**config.mk**
```make
export PLATFORM = sky130hd
export DESIGN_NAME = spi_master
export DESIGN_NICKNAME = d
export VERILOG_FILES = /design/src/rtl/spi_master.sv
export SDC_FILE = /design/constraint.sdc
export NUM_CORES = 1
export LEC_CHECK = 0
export ABC_CLOCK_PERIOD_IN_PS = 7800
export BUFFER_PORTS_ARGS = -buffer_cell sky130_fd_sc_hd__buf_2
export CELL_PAD_IN_SITES_DETAIL_PLACEMENT = 0
export CELL_PAD_IN_SITES_GLOBAL_PLACEMENT = 2
export CORE_MARGIN = 2
export CORE_UTILIZATION = 40
export DETAILED_ROUTE_END_ITERATION = 16
export PLACE_DENSITY = 0.91
export SKIP_LAST_GASP = 1
export SYNTH_ARGS = -nofsm -noshare
export SYNTH_HDL_FRONTEND = slang
export SYNTH_SLANG_ARGS = --single-unit
```
**constraint.sdc**
```tcl
create_clock -name clk -period 7.8 [get_ports clk]
set_clock_uncertainty 0.2 [all_clocks]
set_input_delay 1.56 -clock clk [delete_from_list [all_inputs] [get_ports clk]]
set_output_delay 1.56 -clock clk [all_outputs]
set_load 0.02 [all_outputs]
```
**src/rtl/spi_master.sv**
```systemverilog
// SPI master with a small byte-wide register interface.
// One 8-bit transfer per DATA write; CPOL/CPHA/LSBF selectable; sticky DONE with IRQ.
module spi_master #(
  parameter int         NUM_SS    = 4,
  parameter logic [7:0] RESET_DIV = 8'h00
) (
  input  logic              clk,
  input  logic              rst,
  input  logic [2:0]        AD,
  input  logic [7:0]        DI,
  output logic [7:0]        DO,
  input  logic              rw,
  input  logic              cs,
  output logic              irq,
  output logic              sck,
  output logic              mosi,
  input  logic              miso,
  output logic [NUM_SS-1:0] ss_n
);

  typedef enum logic {IDLE, SHIFT} state_t;

  state_t              state, state_nxt;
  logic [7:0]          presc, mode, tx_buf, rx_sr, rx_nxt, rx_data, rd_mux;
  logic [NUM_SS-1:0]   ss;
  logic                done;
  logic [7:0]          div_cnt;
  logic [3:0]          hcnt, hcnt_m1;
  logic [2:0]          tx_idx, rx_idx;

  logic cpol, cpha, lsbf, ie;
  logic rdy, rd, wr, start, half_end, last_half, sample;

  assign cpol = mode[0];
  assign cpha = mode[1];
  assign lsbf = mode[2];
  assign ie   = mode[7];

  assign rdy       = (state == IDLE);
  assign rd        = cs & rw;
  assign wr        = cs & ~rw;
  assign start     = wr && (AD == 3'd1) && rdy;
  assign half_end  = (state == SHIFT) && (div_cnt == presc);
  assign last_half = half_end && (hcnt == 4'd15);
  // CPHA=0 samples at the end of even half-periods (leading), CPHA=1 at odd (trailing)
  assign sample    = half_end && (hcnt[0] == cpha);

  // Bit k of the transfer occupies half-periods 2k,2k+1 (CPHA=0) or 2k+1,2k+2 (CPHA=1);
  // with CPHA=1 bit 0 is also presented during half 0 so mosi is never undefined.
  assign hcnt_m1 = hcnt - 4'd1;
  assign tx_idx  = (cpha && hcnt != 4'd0) ? hcnt_m1[3:1] : hcnt[3:1];
  assign rx_idx  = hcnt[3:1];

  assign sck  = (state == SHIFT) ? (cpol ^ hcnt[0]) : cpol;
  assign mosi = (state == SHIFT) ? tx_buf[lsbf ? tx_idx : ~tx_idx] : 1'b1;
  assign ss_n = ~ss;
  assign irq  = ie & done;

  // Merge the bit being sampled this cycle so completion can capture all 8 bits
  always_comb begin
    rx_nxt = rx_sr;
    if (sample) rx_nxt[lsbf ? rx_idx : ~rx_idx] = miso;
  end

  // Read-data mux
  always_comb begin
    rd_mux = 8'h00;
    case (AD)
      3'd0: rd_mux = {rdy, done, 6'b0};
      3'd1: rd_mux = rx_data;
      3'd2: rd_mux = presc;
      3'd3: rd_mux = 8'(ss);
      3'd4: rd_mux = mode;
      default: rd_mux = 8'h00;
    endcase
  end

  // Next-state logic
  always_comb begin
    state_nxt = state;
    case (state)
      IDLE:    if (start) state_nxt = SHIFT;
      SHIFT:   if (last_half) state_nxt = IDLE;
      default: state_nxt = IDLE;
    endcase
  end

  // State register
  always_ff @(posedge clk or posedge rst) begin
    if (rst) state <= IDLE;
    else     state <= state_nxt;
  end

  // Half-period timing and shift data
  always_ff @(posedge clk or posedge rst) begin
    if (rst) begin
      div_cnt <= 8'h00;
      hcnt    <= 4'd0;
      tx_buf  <= 8'h00;
      rx_sr   <= 8'h00;
      rx_data <= 8'hFF;
    end else begin
      if (start) begin
        div_cnt <= 8'h00;
        hcnt    <= 4'd0;
        tx_buf  <= DI;
      end else if (half_end) begin
        div_cnt <= 8'h00;
        hcnt    <= hcnt + 4'd1;
      end else if (state == SHIFT) begin
        div_cnt <= div_cnt + 8'd1;
      end
      rx_sr <= rx_nxt;
      if (last_half) rx_data <= rx_nxt;
    end
  end

  // Configuration registers; PRESCALER/MODE locked while a transfer runs
  always_ff @(posedge clk or posedge rst) begin
    if (rst) begin
      presc <= RESET_DIV;
      mode  <= 8'h00;
      ss    <= '0;
    end else if (wr) begin
      if (AD == 3'd2 && rdy) presc <= DI;
      if (AD == 3'd4 && rdy) mode  <= DI & 8'h87;
      if (AD == 3'd3)        ss    <= DI[NUM_SS-1:0];
    end
  end

  // Sticky DONE: completion wins over a same-cycle clear
  always_ff @(posedge clk or posedge rst) begin
    if (rst)                                 done <= 1'b0;
    else if (last_half)                      done <= 1'b1;
    else if ((rd && AD == 3'd1) || start)    done <= 1'b0;
  end

  // Registered read port
  always_ff @(posedge clk or posedge rst) begin
    if (rst)     DO <= 8'h00;
    else if (rd) DO <= rd_mux;
  end

endmodule

```
# ---- After elaboration in Yosys (flattened, before gate mapping)
# Index checks and enable logic that the tools add are counted.
dict set report classes {
  add_sub_neg 3
  magnitude_cmp 3
  n_eq_ne 7
  muxes 22
  bitwise_logic 9
  reduce_logical 19
}
# cell n
set ops {}
lappend ops {{$pmux 8 s5} 1}
lappend ops {{$mux 8} 4}
lappend ops {{$logic_and 1x1->1} 10}
lappend ops {{$mux 3} 3}
lappend ops {{$add 8x1->8 const B} 1}
lappend ops {{$bwmux 8} 1}
lappend ops {{$eq 8x8->1} 1}
lappend ops {{$lt 3x4->1 const B} 2}
lappend ops {{$mux 1} 8}
lappend ops {{$mux 4} 2}
lappend ops {{$eq 3x2->1 const B} 2}
lappend ops {{$not 3->3} 2}
lappend ops {{$reduce_and 2->1} 3}
lappend ops {{$add 4x1->4 const B} 1}
lappend ops {{$eq 4x4->1 const B} 1}
lappend ops {{$not 4->4} 1}
lappend ops {{$reduce_bool 2->1} 2}
lappend ops {{$reduce_bool 4->1} 1}
lappend ops {{$sub 4x1->4 const B} 1}
lappend ops {{$and 1x1->1} 3}
lappend ops {{$bmux 1 s3} 1}
lappend ops {{$demux 1 s3} 1}
lappend ops {{$eq 3x1->1 const B} 1}
lappend ops {{$eq 3x3->1 const B} 1}
lappend ops {{other kinds (8)} 9}
dict set report totals {
  register_bits 62
  inputBits 16
  output_inout_bits 15
  elab_cells 74
}

# ---- Depth between registers and ports, before layout
dict set report logic_depth {
  ltp_word 8
  mapped_depth 10
  ltp_nobuf 8
}

# ---- Worst setup path before layout
# Ideal clock, no wire load.
dict set report synth_timing {
  path_type {reg-to-output}
  from {register hcnt[1]}
  to {output port mosi}
  t_arrival_ps 2420
  path_slack_ps 3620
  path_stages_with_launch 11
  n_path_buf 2
  cell_sequence {dfrtp_1 buf_2 inv_1 ha_1 or3b_4 a21o_1 and2_4 buf_6 mux2i_1 a221o_1 o21ai_1}
}
dict set report synth_via {
  elab_chain_cells 8
  word_cells_on_any_way 9
  cone_classes {add/sub: 1; mux: 5; bitwise: 1; reduce/logical: 2}
}
# item line_no
set synth_lines {}
lappend synth_lines {{start, declared} 28} ;# logic [3:0] hcnt, hcnt_m1;
lappend synth_lines {{start signal, assigned} 109} ;# hcnt <= hcnt + 4'd1;
lappend synth_lines {{branches (longest 2 deep; another with $sub 4x1->4)} n/a}
lappend synth_lines {{$mux 3 *} 51} ;# assign tx_idx = (cpha && hcnt != 4'd0) ? hcnt_m1[3:1] : hcnt[3:1];
lappend synth_lines {{$not 3->3} 55} ;# assign mosi = (state == SHIFT) ? tx_buf[lsbf ? tx_idx : ~tx_idx] : 1'b1;
lappend synth_lines {{$mux 3 *} 55}
lappend synth_lines {{$bmux 1 s3 *} 55}
lappend synth_lines {{$mux 1 * (2 in a row)} 55}
lappend synth_lines {{end, declared} 16} ;# output logic mosi,
# Mark *: on every way between the ends. The select of a mux whose other input is x is not followed.

# ---- Final worst setup path
dict set report layout_timing {
  from {register hcnt[2]}
  to {output port mosi}
}
# The elaborated chain is that of the path after synthesis.

==> out/metrics.csv <==
stage,metric,value,unit
outcome,status,completed,
drt,ANT nets after route,0,
timing,TNS Setup,0,ns
clocking,worst-skew pair later-pin latency,0.34,ns
timing,RSZ-0062 raised after global routing,false,
timing,Slew @ Worst Pin,0.795,ns
cells_and_area,Nets,391,
worst_setup_path,CP cell instances,nor4b_4 > mux2i_1 > nand2b_1 > o21ai_0 > a221o_1 > o21ai_1 > buf_2,
drt,drt first pass iters,4,
clocking,Root Driver,clkbuf_8,
synthesis,dominant cell type by area after synthesis,dfrtp_1,
global_route,pin count of the biggest net entering global routing,63,
synthesis,Async SR Flop Fraction,1.00,
floorplanning,io pins,31,
worst_setup_path,Worst Path Buf+Inv,1,
cells_and_area,layout cells sized above 1,0.233,
drt,via count,2580,
clocking,deepest clock path buffer count,2,
worst_setup_path,Setup Crit Path Kind,flop to output port,
synthesis,Avg Inst Size Synth,9.86,um^2
global_route,gr usage total,0.195,
synthesis,post-synthesis sequential area ratio,0.462,
clocking,Num Clock Sinks,62,
worst_setup_path,CP max stage cell,mux2i_1,
worst_setup_path,crit-path max cell delay,0.60,ns
power_and_ir_drop,cell area power density,347,nW/um^2
worst_setup_path,CP max FO,15,
clocking,CTS tree,built,
power_and_ir_drop,Clk pwr share,0.198,
placement,GPL Wtd Cong,0.763,
drt,DRC,0,
min_path,hold endpoint,rx_data[2]$_DFFE_PP1P_,
synthesis,Mapped Area,3380,um^2
timing,Final Hold Fails,0,
worst_setup_path,R2R depth,5,
synthesis,yosys warns,0,
drt,Avg WL per Cell,16.7,um
timing,pins over their slew limit,0,
global_route,vias in the first global route,2550,
worst_setup_path,r2r endpoint,rx_data[1]$_DFFE_PP1P_,
global_route,initial antenna violation count,0,
timing,# setup viols final,0,
cells_and_area,Syn-to-layout area delta,12.1,%
clocking,# resized after CTS,0,
synthesis,"Distinct cells, synth",58,
power_and_ir_drop,LEAKAGE,1.69,nW
floorplanning,DIE WIDTH,95.9,um
global_route,total grt overflow,0,
clocking,postcts setup bufs,0,
min_path,hold path depth,2,
cells_and_area,fin area,3790,um^2
synthesis,Yosys reg bits,62,
clocking,TritonCTS Buffers,9,
floorplanning,Core Area,8220,um^2
placement,DP Cell Count,466,
power_and_ir_drop,Sequential Power Share,0.434,
power_and_ir_drop,cell internal pwr,0.778,mW
timing,minimum clock period,4.52,ns
cells_and_area,Final Non-Filler Cells,482,
worst_setup_path,critical path endpoint category,output port,
worst_setup_path,"CP delay by family, top",multiplexers,
worst_setup_path,critical path arrival,2.76,ns
power_and_ir_drop,combinational share of power,0.368,
min_path,worst hold path type,flop to flop,
timing,Achievable Freq,0.221,GHz
clocking,Hold Buf Count CTS,0,
worst_setup_path,CP startpoint kind,flop,
timing,fin crit share,0.579,
synthesis,Synth top area share,0.400,
placement,port buffer count,30,
cells_and_area,Fillers,802,
timing,Max transition margin,0.470,
placement,instance area at placement,3610,um^2
floorplanning,die footprint,9200,um^2
worst_setup_path,reg2reg setup slack,5.49,ns
placement,Post-DP HPWL,5.86,mm
synthesis,ys flop type,dfrtp_1,
drt,routed wire length,8.07,mm
synthesis,Syn Inst Count,343,
drt,DR vias/cell,5.35,
cells_and_area,antenna cells,0,
floorplanning,Die Ht,95.9,um
run,# Max-Cap Violations,0,
floorplanning,initial core utilization,0.411,
worst_setup_path,WP data required,6.04,ns
synthesis,ranking of synthesized cells by area,"dfrtp_1 40%, mux2_2 6.3%, dfstp_2 6.2%, nand2_1 5.9%, xnor2_1 3.4%",
synthesis,Syn Nets,362,
power_and_ir_drop,P_sw,0.539,mW
drt,initial drt markers,171,
global_route,first-pass GRT wire length,13.4,mm
power_and_ir_drop,VDD IR-drop max,0.191,mV
power_and_ir_drop,sw frac,0.409,
synthesis,Post-synth EDFFs,0,
clocking,total number of H-tree levels,3,
clocking,Worst-path clk slew,0.08,ns
floorplanning,placement row count,33,
min_path,hold path start,rx_data[2]$_DFFE_PP1P_,
worst_setup_path,Crit. Startpoint,hcnt[2]$_DFFE_PP0P_,
worst_setup_path,Worst R2R Start,div_cnt[3]$_DFFE_PP0P_,
power by group through the flow:
stage               logic (mW)  clock network, mW  registers (mW)
finish                   0.485              0.261           0.571
global route             0.546              0.282           0.589
CTS                      0.488              0.268           0.572
detailed placement       0.486                  0           0.579
global placement         0.478                  0           0.571
floorplan                0.428                  0           0.510
worst max path at each step:
stage	endpoint	slack, ns	cells after the start
after floorplan	mosi	3.62	10
after global placement	mosi	3.70	9
after detailed placement	mosi	3.65	7
after CTS	mosi	3.26	7
after global routing	mosi	3.04	7
final	mosi	3.28	7
synth_stat cells (all sizes together), types with 2 or more instances:
master	n
a211oi	3
a21oi	12
a22o	7
a22oi	3
a31oi	7
and2	6
buf	6
clkbuf	7
dfrtp	54
dfstp	8
ha	3
inv	12
mux2	22
mux2i	8
nand2	55
nand2b	2
nand3	5
nand4	6
nand4b	3
nor2	27
nor2b	7
nor3	3
nor3b	4
o21a	2
o21ai	27
o22a	2
o31ai	2
or3	2
xnor2	14
xor2	8
metal layers:
layer  routed length [um]  vias up  global-route usage
met3                  348        9              0.0431
met5                    0        -                   0
met4                  108        0              0.0548
met2                 3570       51               0.296
met1                 4040     1249               0.280
li1                     -     1271                   -
worst reg2reg max path: cells and delay by family, from the launching register on:
family,cells,cell delay [ns]
xor+xnor,1,0.20
flops,1,0.45
mux,1,0.37
simple gates,3,1.01
kinds of logic (layout without fill, tap and decap cells):
kind of cell / Yosys count / count (layout) / synth area share
buf+inv: 25 / 59 / 0.0311
xor+xnor: 22 / 22 / 0.0592
compound gates: 73 / 73 / 0.137
mux: 30 / 30 / 0.0970
simple gates: 128 / 128 / 0.202
flops: 62 / 62 / 0.462
fa+ha+maj: 3 / 3 / 0.0111
layout make-up:
type	instances	area, um^2	share of cell area
clock buffers	10	138	0.0363
flip-flops and latches	62	1560	0.412
multi-input cells	256	1710	0.452
inverters	12	45.0	0.0119
repair buffers	31	158	0.0416
well taps	105	131	0.0347
clock inverters	6	43.8	0.0116
per-stage QoR:
step,power (mW),setup slack [ns],util,hold WS (ns)
5_1_grt,1.42,3.04,0.461,0.292
3_3_place_gp,1.05,3.70,0.439,0.255
3_5_place_dp,1.06,3.65,0.439,0.256
4_1_cts,1.33,3.26,0.461,0.268
2_1_floorplan,0.938,3.62,-,0.243
6_report,1.32,3.28,0.461,0.264
layout by cell type, fill, tap and decap left out, types with 5 or more instances in the layout:
master and instances:
xnor2_1 13, clkbuf_8 10, and2_1 5, dfstp_2 8, xor2_1 8, o21ai_1 19, nand4_1 5, a21oi_1 12
inv_1 10, nand2_1 53, nor2b_1 7, a31oi_1 7, nor2_1 27, mux2i_1 8, a22o_1 7, o21ai_0 8
buf_2 30, mux2_2 19, dfrtp_1 54
registers in the layout, summed over array words and instances, names as in the netlist:
name and flops:
done 1, hcnt 4, rx_data 8, tx_buf 8, ss 4, DO 8, div_cnt 8, state 1
presc 8, mode 4, rx_sr 8
Power figures use the tool's default switching activity.
